**src/rtl/gemm_pkg.sv**
```systemverilog
// Shared GEMM register map, dim-field layout and sequencer state encoding.
package gemm_pkg;
    localparam logic [31:0] GEMM_A_ADDR   = 32'd0;
    localparam logic [31:0] GEMM_B_ADDR   = 32'd4;
    localparam logic [31:0] GEMM_C_ADDR   = 32'd8;
    localparam logic [31:0] GEMM_A_STRIDE = 32'd12;
    localparam logic [31:0] GEMM_B_STRIDE = 32'd16;
    localparam logic [31:0] GEMM_CTRL     = 32'd20;
    localparam logic [31:0] GEMM_DIM      = 32'd24;

    localparam int DIM_FW     = 5;
    localparam int DIM_M_SH   = 0;
    localparam int DIM_K_SH   = 5;
    localparam int DIM_N_SH   = 10;

    typedef enum logic [3:0] {
        S_IDLE, S_CALC, S_WR_STRA, S_WR_STRB, S_WR_A, S_WR_B, S_WR_C,
        S_WR_CTRL, S_WR_DIM, S_POLL_FULL, S_ADV, S_POLL_DONE, S_FINISH
    } state_t;

    function automatic logic [31:0] pack_dim(input logic [DIM_FW-1:0] ms,
                                             input logic [DIM_FW-1:0] ks,
                                             input logic [DIM_FW-1:0] ns);
        return (32'(ms) << DIM_M_SH) | (32'(ks) << DIM_K_SH) | (32'(ns) << DIM_N_SH);
    endfunction
endpackage

```
**src/rtl/tile_addr_gen.sv**
```systemverilog
// Registered tile geometry: edge-clipped sizes, first/last flags and A/B/C tile addresses.
module tile_addr_gen
    import gemm_pkg::*;
#(
    parameter int BLK_M = 16,
    parameter int BLK_K = 16,
    parameter int BLK_N = 16,
    parameter int DIM_W = 16
) (
    input  logic              clk,
    input  logic              rst,
    input  logic [DIM_W-1:0]  i_m,
    input  logic [DIM_W-1:0]  i_k,
    input  logic [DIM_W-1:0]  i_n,
    input  logic [DIM_W-1:0]  i_dm,
    input  logic [DIM_W-1:0]  i_dk,
    input  logic [DIM_W-1:0]  i_dn,
    input  logic [31:0]       i_a_base,
    input  logic [31:0]       i_b_base,
    input  logic [31:0]       i_c_base,
    output logic [31:0]       o_a_addr,
    output logic [31:0]       o_b_addr,
    output logic [31:0]       o_c_addr,
    output logic [DIM_FW-1:0] o_msize,
    output logic [DIM_FW-1:0] o_ksize,
    output logic [DIM_FW-1:0] o_nsize,
    output logic              o_first,
    output logic              o_last
);
    logic [31:0] w_m, w_k, w_n, w_dm, w_dk, w_dn;
    logic [DIM_FW-1:0] w_msize, w_ksize, w_nsize;

    assign w_m  = 32'(i_m);
    assign w_k  = 32'(i_k);
    assign w_n  = 32'(i_n);
    assign w_dm = 32'(i_dm);
    assign w_dk = 32'(i_dk);
    assign w_dn = 32'(i_dn);

    // Edge tiles shrink to the remainder of the dimension.
    assign w_msize = (w_m + 32'(BLK_M) > w_dm) ? DIM_FW'(w_dm - w_m) : DIM_FW'(BLK_M);
    assign w_ksize = (w_k + 32'(BLK_K) > w_dk) ? DIM_FW'(w_dk - w_k) : DIM_FW'(BLK_K);
    assign w_nsize = (w_n + 32'(BLK_N) > w_dn) ? DIM_FW'(w_dn - w_n) : DIM_FW'(BLK_N);

    always_ff @(posedge clk) begin
        if (rst) begin
            o_a_addr <= '0;
            o_b_addr <= '0;
            o_c_addr <= '0;
            o_msize  <= '0;
            o_ksize  <= '0;
            o_nsize  <= '0;
            o_first  <= 1'b0;
            o_last   <= 1'b0;
        end else begin
            o_a_addr <= i_a_base + w_k + w_m * w_dk;
            // B is addressed at the last row of the k slab.
            o_b_addr <= i_b_base + w_n + w_k * w_dn + (32'(w_ksize) - 32'd1) * w_dn;
            o_c_addr <= i_c_base + w_n + w_m * w_dn;
            o_msize  <= w_msize;
            o_ksize  <= w_ksize;
            o_nsize  <= w_nsize;
            o_first  <= (w_k == 32'd0);
            o_last   <= (w_k + 32'(BLK_K) >= w_dk);
        end
    end
endmodule

```
**src/rtl/gemm_tile_sequencer.sv**
```systemverilog
// Walks the n/m/k tile nest and programs each tile into the GEMM register block over the system bus.
module gemm_tile_sequencer
    import gemm_pkg::*;
#(
    parameter logic [31:0] BASE_ADDR = 32'h9000_0000,
    parameter int          BLK_M     = 16,
    parameter int          BLK_K     = 16,
    parameter int          BLK_N     = 16,
    parameter int          DIM_W     = 16
) (
    input  logic             clk,
    input  logic             rst,
    input  logic             start,
    input  logic [DIM_W-1:0] cfg_m,
    input  logic [DIM_W-1:0] cfg_k,
    input  logic [DIM_W-1:0] cfg_n,
    input  logic [31:0]      cfg_a_base,
    input  logic [31:0]      cfg_b_base,
    input  logic [31:0]      cfg_c_base,
    output logic             busy,
    output logic             done,
    output logic             err,
    output logic             system_bus_en,
    output logic             system_bus_rdwr,
    output logic [31:0]      system_bus_addr,
    output logic [31:0]      system_bus_wr_data,
    input  logic [31:0]      system_bus_rd_data
);
    state_t            r_state;
    logic [DIM_W-1:0]  r_m, r_k, r_n, r_dm, r_dk, r_dn;
    logic [31:0]       r_a_base, r_b_base, r_c_base;
    logic              r_last_col;

    logic [31:0]       w_a_addr, w_b_addr, w_c_addr;
    logic [DIM_FW-1:0] w_msize, w_ksize, w_nsize;
    logic              w_first, w_last;
    logic [31:0]       w_k_nxt, w_m_nxt, w_n_nxt;
    logic              w_k_end, w_m_end, w_n_end, w_zero, w_unused_rd;

    assign w_zero  = (cfg_m == '0) || (cfg_k == '0) || (cfg_n == '0);
    assign w_k_nxt = 32'(r_k) + 32'(BLK_K);
    assign w_m_nxt = 32'(r_m) + 32'(BLK_M);
    assign w_n_nxt = 32'(r_n) + 32'(BLK_N);
    assign w_k_end = w_k_nxt >= 32'(r_dk);
    assign w_m_end = w_m_nxt >= 32'(r_dm);
    assign w_n_end = w_n_nxt >= 32'(r_dn);
    assign w_unused_rd = ^system_bus_rd_data[31:1];

    tile_addr_gen #(.BLK_M(BLK_M), .BLK_K(BLK_K), .BLK_N(BLK_N), .DIM_W(DIM_W)) u_tag (
        .clk(clk), .rst(rst),
        .i_m(r_m), .i_k(r_k), .i_n(r_n), .i_dm(r_dm), .i_dk(r_dk), .i_dn(r_dn),
        .i_a_base(r_a_base), .i_b_base(r_b_base), .i_c_base(r_c_base),
        .o_a_addr(w_a_addr), .o_b_addr(w_b_addr), .o_c_addr(w_c_addr),
        .o_msize(w_msize), .o_ksize(w_ksize), .o_nsize(w_nsize),
        .o_first(w_first), .o_last(w_last)
    );

    // Bus outputs are loaded on the edge entering a state, so they describe the state being entered.
    always_ff @(posedge clk) begin
        if (rst) begin
            r_state            <= S_IDLE;
            r_m                <= '0;
            r_k                <= '0;
            r_n                <= '0;
            r_dm               <= '0;
            r_dk               <= '0;
            r_dn               <= '0;
            r_a_base           <= '0;
            r_b_base           <= '0;
            r_c_base           <= '0;
            r_last_col         <= 1'b0;
            busy               <= 1'b0;
            done               <= 1'b0;
            err                <= 1'b0;
            system_bus_en      <= 1'b0;
            system_bus_rdwr    <= 1'b0;
            system_bus_addr    <= '0;
            system_bus_wr_data <= '0;
        end else begin
            done            <= 1'b0;
            err             <= 1'b0;
            system_bus_en   <= 1'b0;
            system_bus_rdwr <= 1'b0;
            case (r_state)
                S_IDLE: if (start) begin
                    r_m        <= '0;
                    r_k        <= '0;
                    r_n        <= '0;
                    r_dm       <= cfg_m;
                    r_dk       <= cfg_k;
                    r_dn       <= cfg_n;
                    r_a_base   <= cfg_a_base;
                    r_b_base   <= cfg_b_base;
                    r_c_base   <= cfg_c_base;
                    r_last_col <= 1'b0;
                    if (w_zero) begin
                        r_state <= S_FINISH;
                        done    <= 1'b1;
                        err     <= 1'b1;
                    end else begin
                        r_state <= S_CALC;
                        busy    <= 1'b1;
                    end
                end
                S_CALC: begin
                    r_state <= S_WR_STRA;
                    system_bus_en <= 1'b1; system_bus_rdwr <= 1'b1;
                    system_bus_addr <= BASE_ADDR + GEMM_A_STRIDE; system_bus_wr_data <= 32'(r_dk);
                end
                S_WR_STRA: begin
                    r_state <= S_WR_STRB;
                    system_bus_en <= 1'b1; system_bus_rdwr <= 1'b1;
                    system_bus_addr <= BASE_ADDR + GEMM_B_STRIDE; system_bus_wr_data <= 32'(r_dn);
                end
                S_WR_STRB: begin
                    r_state <= S_WR_A;
                    system_bus_en <= 1'b1; system_bus_rdwr <= 1'b1;
                    system_bus_addr <= BASE_ADDR + GEMM_A_ADDR; system_bus_wr_data <= w_a_addr;
                end
                S_WR_A: begin
                    r_state <= S_WR_B;
                    system_bus_en <= 1'b1; system_bus_rdwr <= 1'b1;
                    system_bus_addr <= BASE_ADDR + GEMM_B_ADDR; system_bus_wr_data <= w_b_addr;
                end
                S_WR_B: begin
                    r_state <= S_WR_C;
                    system_bus_en <= 1'b1; system_bus_rdwr <= 1'b1;
                    system_bus_addr <= BASE_ADDR + GEMM_C_ADDR; system_bus_wr_data <= w_c_addr;
                end
                S_WR_C: begin
                    r_state <= S_WR_CTRL;
                    system_bus_en <= 1'b1; system_bus_rdwr <= 1'b1;
                    system_bus_addr <= BASE_ADDR + GEMM_CTRL; system_bus_wr_data <= {30'd0, w_first, w_last};
                end
                S_WR_CTRL: begin
                    r_state <= S_WR_DIM;
                    system_bus_en <= 1'b1; system_bus_rdwr <= 1'b1;
                    system_bus_addr <= BASE_ADDR + GEMM_DIM;
                    system_bus_wr_data <= pack_dim(w_msize, w_ksize, w_nsize);
                end
                S_WR_DIM: begin
                    r_state <= S_POLL_FULL;
                    system_bus_en <= 1'b1;
                    system_bus_addr <= BASE_ADDR + GEMM_A_ADDR;
                end
                S_POLL_FULL: begin
                    if (system_bus_rd_data[0]) begin
                        system_bus_en <= 1'b1;
                        system_bus_addr <= BASE_ADDR + GEMM_A_ADDR;
                    end else begin
                        r_state <= S_ADV;
                    end
                end
                S_ADV: begin
                    if (!w_k_end) begin
                        r_k     <= DIM_W'(w_k_nxt);
                        r_state <= S_CALC;
                    end else if (!w_m_end) begin
                        r_k     <= '0;
                        r_m     <= DIM_W'(w_m_nxt);
                        r_state <= S_CALC;
                    end else begin
                        // Column complete: drain the GEMM before starting the next n column.
                        r_k        <= '0;
                        r_m        <= '0;
                        r_n        <= DIM_W'(w_n_nxt);
                        r_last_col <= w_n_end;
                        r_state    <= S_POLL_DONE;
                        system_bus_en <= 1'b1;
                        system_bus_addr <= BASE_ADDR + GEMM_DIM;
                    end
                end
                S_POLL_DONE: begin
                    if (!system_bus_rd_data[0]) begin
                        system_bus_en <= 1'b1;
                        system_bus_addr <= BASE_ADDR + GEMM_DIM;
                    end else if (r_last_col) begin
                        r_state <= S_FINISH;
                        busy    <= 1'b0;
                        done    <= 1'b1;
                    end else begin
                        r_state <= S_CALC;
                    end
                end
                S_FINISH: r_state <= S_IDLE;
                default:  r_state <= S_IDLE;
            endcase
        end
    end
endmodule
```
**config.mk**
```make
export PLATFORM = sky130hd
export DESIGN_NAME = gemm_tile_sequencer
export DESIGN_NICKNAME = d
export VERILOG_FILES = /design/src/rtl/gemm_pkg.sv /design/src/rtl/tile_addr_gen.sv /design/src/rtl/gemm_tile_sequencer.sv
export SDC_FILE = /design/constraint.sdc
export NUM_CORES = 2
export LEC_CHECK = 0
export CAP_MARGIN = 20
export CORE_ASPECT_RATIO = 0.9
export CORE_MARGIN = 2
export CORE_UTILIZATION = 45
export DETAILED_ROUTE_END_ITERATION = 7
export GPL_TIMING_DRIVEN = 0
export PLACE_DENSITY = 0.74
export SYNTH_ARGS = -nofsm -noshare
export SYNTH_HDL_FRONTEND = slang
export SYNTH_SLANG_ARGS = --single-unit
```
**constraint.sdc**
```tcl
create_clock -name clk -period 18.8 [get_ports clk]
set_input_delay 3.76 -clock clk [delete_from_list [all_inputs] [get_ports clk]]
set_output_delay 3.76 -clock clk [all_outputs]
set_load 0.05 [all_outputs]
```
After elaboration in Yosys (flattened, before gate mapping)
Cells that the tools add are included.
- register bits: 379
- output and inout bits: 69
- word-level logic and storage cells: 147
- $add $sub $neg: 14
- multiply operators: 4
- magnitude comparators: 6
- equal/unequal tests: 20
- mux-type cells: 46
- bitwise operators: 5
- reductions and logical operators: 24
- operators with widths (kind ; count):
    32-bit case mux with 10 select lines ; 1
    32-bit case mux with 7 select lines ; 1
    32-bit adder ; 4
    32-bit two-way mux ; 4
    32-bit by 16-bit adder with 32-bit output ; 3
    16-bit by 16-bit multiplier with 32-bit output ; 3
    16-bit two-way mux ; 6
    16-bit case mux with 2 select lines ; 3
    16-bit by 5-bit adder with 17-bit output, second input constant ; 3
    17-bit by 16-bit >= comparator with 1-bit output ; 3
    17-bit by 16-bit > comparator with 1-bit output ; 3
    16-bit logical NOT ; 3
    4-bit case mux with 12 select lines ; 1
    32-bit logical NOT ; 1
    32-bit by 16-bit multiplier with 32-bit output ; 1
    4-bit two-way mux ; 7
    2-bit inequality test, second input constant ; 9
    4-bit by 3-bit == test with 1-bit output, second input constant ; 4
    4-bit == test, second input constant ; 4
    1-bit two-way mux ; 16
    5-bit two-way mux ; 3
    10-bit by 15-bit bitwise OR with 15-bit output ; 1
    5-bit subtractor ; 3
    5-bit by 10-bit bitwise OR with 10-bit output ; 1
    18 further kinds ; 31

Logic depth before layout (Yosys ltp)
- depth in word-level cells: 6
- depth in mapped cells: 47

Hierarchy
From an unflattened synthesis, not the netlist that was laid out.
- cell total of the unflattened synthesis: 5652
- area total of the unflattened synthesis: 48069.9 sq um
- by module, submodules not included (module ; times used ; cells an instance ; area an instance (sq um) ; sequential area each (sq um)):
    tile_addr_gen ; 1 ; 4283 ; 37453.4 ; 2262.2
    gemm_tile_sequencer ; 1 ; 1369 ; 10616.4 ; 4524.3

Worst setup path after synthesis
Ideal clock, no wire load.
- path type: register to register
- start point: register r_k[4]
- end point: register u_tag.o_b_addr[24]
- arrival: 10.678 ns
- required time: 18.672 ns
- setup slack: 7.995 ns
- cell stages (with the launch flop): 36
- path through: dfxtp_1 > clkbuf_1 > inv_1 > nor3_1 > nand3_1 > nor3_1 > xnor2_1 > ha_1 > nand4_1 > or2_2 > o21ai_0 > a21oi_2 > nor4_2 > and2_1 > inv_1 > fa_1 > fa_1 > fa_1 > fa_1 > fa_1 > fa_1 > inv_1 > fa_1 > inv_1 > fa_1 > inv_1 > ha_1 > a21o_1 > a21o_1 > a21oi_1 > o41a_1 > o21ai_0 > or4b_2 > a41oi_1 > xor2_1 > nor2_1
- longest elaborated chain between the ends: 6
- elaborated cells between the ends (all ways): 9
- those cells by class: add/sub: 5; mul: 2; order compare: 1; mux: 1
- ends and longest elaborated chain (item ; line ; text):
    from (decl) ; gemm_tile_sequencer.sv:30 ; logic [DIM_W-1:0] r_m, r_k, r_n, r_dm, r_dk, r_dn;
    from (signal assigned) ; gemm_tile_sequencer.sv:156 ; r_k <= DIM_W'(w_k_nxt);
    16-bit by 5-bit adder with 17-bit output ; tile_addr_gen.sv:42 ; assign w_ksize = (w_k + 32'(BLK_K) > w_dk) ? DIM_FW'(w_dk - w_k) : DIM_FW'(BLK_K);
    17-bit by 16-bit > comparator with 1-bit output ; tile_addr_gen.sv:42 ;
    5-bit two-way mux ; tile_addr_gen.sv:42 ;
    5-bit by 1-bit subtractor with 6-bit output ; tile_addr_gen.sv:58 ; o_b_addr <= i_b_base + w_n + w_k * w_dn + (32'(w_ksize) - 32'd1) * w_dn;
    32-bit by 16-bit multiplier with 32-bit output ; tile_addr_gen.sv:58 ;
    32-bit adder * ; tile_addr_gen.sv:58 ;
    to (signal assigned) ; tile_addr_gen.sv:58 ;
    to (decl) ; tile_addr_gen.sv:22 ; output logic [31:0] o_b_addr,
Every way passes the cells marked *; elsewhere a longest branch is shown, timed or not.
A chain may end at the register's enable or synchronous reset.

Final worst setup path
- start point: register r_k[5]
- end point: register u_tag.o_b_addr[24]
The elaborated chain is that of the path after synthesis.

==> load_flow_metrics.sql <==
INSERT INTO impl_metrics (metric_group, metric, value, unit) VALUES
('drt', 'first_iter_violations', '3863', ''),
('synth', 'ys_warn_count', '0', ''),
('critical_path', 'max_stage_delay', '0.74', 'ns'),
('power_and_ir_drop', 'seq_power_share', '23.3', '%'),
('timing', 'fin_tns_setup', '0', 'ns'),
('drt', 'detailedRoute.firstPassIterationCount', '8', ''),
('synth', 'synth.yosys.seq_area_share', '14.61', '%'),
('power_and_ir_drop', 'combPwrFrac', '54.1', '%'),
('floorplanning', 'design.core.area', '102100', 'µm²'),
('floorplanning', 'initial_utilization', '45.49', '%'),
('timing', 'rsz0062_at_grt', 'false', ''),
('cts', 'cts.sink_count', '339', ''),
('synth', 'netlist_instances', '5309', ''),
('drt', 'wl_met2', '69150', 'µm'),
('cts', 'tritoncts_clock_tree', 'built', ''),
('placement', 'hpwlAfterDp', '129900', 'µm'),
('drt', 'routedWlPerCell', '22.06', 'µm'),
('floorplanning', 'die_height', '308.8', 'µm'),
('power_and_ir_drop', 'power_density', '72.55', 'nW/µm²'),
('cts', 'holdBufCountCts', '0', ''),
('finish', 'final_cell_mix', '1250 x sky130_fd_sc_hd__inv_1, 876 x sky130_fd_sc_hd__fa_1, 771 x sky130_fd_sc_hd__nand2_1', ''),
('drt', 'top_layer', 'met5', ''),
('synth', 'synth_enable_flop_cells', '0', ''),
('grt', 'pin_count_of_the_biggest_net_entering_global_routing', '24', ''),
('power_and_ir_drop', 'switching_power', '1.784', 'mW'),
('drt', 'wl', '156400', 'µm'),
('grt', 'globalRouteTotalUtil', '30.02', '%'),
('critical_path', 'critical_path.most_common_cell', 'sky130_fd_sc_hd__fa_1', ''),
('critical_path', 'worst-path-max-fanout', '10', ''),
('critical_path', 'worstPathArrival', '15.46', 'ns'),
('status', 'status', 'finished, final reports clean', ''),
('cts', 'numCtsBuffers', '41', ''),
('timing', 'achievable-frequency', '66.53', 'MHz'),
('critical_path', 'cp_slowest_cell', 'sky130_fd_sc_hd__nor3_1', ''),
('timing', 'final.setup_skew', '0.03777', 'ns'),
('job', 'cap_viol_max_count', '0', ''),
('grt', 'remaining_global_route_overflow', '0', ''),
('power_and_ir_drop', 'internal-power', '2.003', 'mW'),
('synth', 'synthesis.area', '46440', 'µm²'),
('synth', 'synthesis.area_per_instance', '8.747', 'µm²'),
('power_and_ir_drop', 'share_clk_of_total_power', '22.7', '%'),
('worst_hold_path', 'min_path_type', 'reg -> reg', ''),
('power_and_ir_drop', 'total_power', '3.787', 'mW'),
('cts', 'post_cts_buffers', '0', ''),
('synth', 'synth.lib_cells_used.distinct', '82', ''),
('timing', 'period_needed', '15.03', 'ns'),
('timing', 'slew_viol_final', '0', ''),
('timing', 'slew_headroom', '17.05', '%'),
('finish', 'mostFrequentLayoutCell', 'sky130_fd_sc_hd__inv_1', ''),
('power_and_ir_drop', 'power.leakage', '24.34', 'nW'),
('placement', 'port_buffers', '189', ''),
('power_and_ir_drop', 'power.ir.vdd_worst', '0.0001182', 'V'),
('placement', 'place_worst_setup_slack', '4.354', 'ns'),
('cts', 'cts.path.max_buffers', '3', ''),
('synth', 'ys_dominant_reg_cell', 'sky130_fd_sc_hd__dfxtp_1', ''),
('floorplanning', 'num_rows', '111', ''),
('timing', 'finalSetupViolCount', '0', ''),
('cts', 'path_clk_slew', '0.06', 'ns'),
('synth', 'post-synth-top-area-cell', 'sky130_fd_sc_hd__fa_1', ''),
('drt', 'routed-wl-met3', '18010', 'µm'),
('drt', 'antenna_violating_nets_remaining', '0', ''),
('cts', 'cts_root_buf', 'sky130_fd_sc_hd__clkbuf_16', ''),
('cts', 'clkLatencyLatePin', '0.63', 'ns'),
('grt', 'global_route_wire_length_before_repair', '234900', 'µm'),
('timing', 'final_min_period_over_clock_period', '79.95', '%'),
('synth', 'synth.area.top_cells', 'sky130_fd_sc_hd__fa_1 38%, sky130_fd_sc_hd__dfxtp_1 15%, sky130_fd_sc_hd__inv_1 10%', ''),
('finish', 'post_route_cells_drive_above_1_share', '2.932', '%'),
('timing', 'whs', '0.4544', 'ns'),
('timing', 'finalHoldViolations', '0', ''),
('drt', 'route.layer.met1.wl', '60410', 'µm'),
('critical_path', 'required', '19.23', 'ns');
power groups by stage:
stage | Sequential [mW] | Combinational, mW | Clock, mW
after global placement | 0.891 | 1.94 | 0
after floorplan | 0.876 | 1.26 | 0
after CTS | 0.878 | 2.00 | 0.872
after global routing | 0.886 | 2.23 | 0.896
final | 0.881 | 2.05 | 0.858
after detailed placement | 0.891 | 1.99 | 0
metal layers:
layer	vias up	GRT usage, %
li1	16602	-
met1	18805	38.69
met2	1923	46.95
met3	398	7.977
met4	2	14.41
met5	-	0
kinds of logic after synthesis:
group           Yosys count  synth area share (%)
mux                       6                0.1401
compound gates          573                 8.056
flops                   339                 14.61
other cells               2               0.01617
buf+inv                1531                 12.67
xor+xnor                144                 2.716
simple gates           1469                 14.10
fa+ha+maj              1245                 47.69
Yosys cell counts (all sizes together), types with 11 or more instances:
library cell and number:
nand4 17, xnor2 95, nor3 38, a222oi 30
dfxtp 339, a21o 52, o21a 14, nor2b 25
nand2b 28, buf 62, o211ai 14, nor4 41
a31oi 11, o21bai 16, nand2 771, a21oi 278
clkbuf 217, nor2 278, a221oi 15, fa 876
and2 179, o21ai 44, or2 11, and3 24
ha 366, nand3 36, a311oi 24, inv 1250
xor2 49
cell type report:
class | instances | area (µm²)
Clock buffer | 57 | 1207
Sequential cell | 339 | 6787
Clock inverter | 17 | 221.5
Inverter | 1252 | 4700
Timing Repair Buffer | 202 | 2064
Antenna cell | 6 | 15.01
Fill cell | 9490 | 49890
Multi-Input combinational cell | 3584 | 34310
Buffer | 279 | 1189
Tap cell | 1356 | 1697
registers in the layout, summed over array words and instances, names as in the netlist, 16 cells and up:
register            count
r_b_base               32
u_tag.o_a_addr         32
r_dm                   16
u_tag.o_c_addr         32
r_dn                   16
r_a_base               32
r_c_base               32
r_dk                   16
system_bus_wr_data     32
u_tag.o_b_addr         32
worst max-delay path, delay by kind of cell, from the launching register on:
family,cells,cell delay (ns)
adder cells (fa/ha/maj),11,4.86
buffers and inverters,10,2.39
AO/OA/AOI/OAI,6,1.76
AND/OR/NAND/NOR,12,4.57
flip-flops,1,0.55
XOR/XNOR,2,0.69
stage by stage:
stage / instance area, µm² / instances
global placement: 50570 / 6999
finish: 52190 / 7092
global route: 52180 / 7086
floorplan: 46980 / 5454
CTS: 52160 / 7084
detailed placement: 50730 / 7010
path summary, 6_finish.rpt:
check | end | cells past startpoint | slack [ns] | start
setup / recovery | u_tag.o_b_addr[24]$_SDFF_PP0_ | 41 | 3.77 | r_k[5]$_SDFFE_PP0P_
hold reg to reg | r_b_base[14]$_SDFFE_PP0P_ | 2 | 0.45 | r_b_base[14]$_SDFFE_PP0P_
setup reg to reg | u_tag.o_b_addr[24]$_SDFF_PP0_ | 41 | 3.77 | r_k[5]$_SDFFE_PP0P_
hold / removal | r_b_base[14]$_SDFFE_PP0P_ | 2 | 0.45 | r_b_base[14]$_SDFFE_PP0P_
Note: power is estimated with default switching activity, not from simulation.
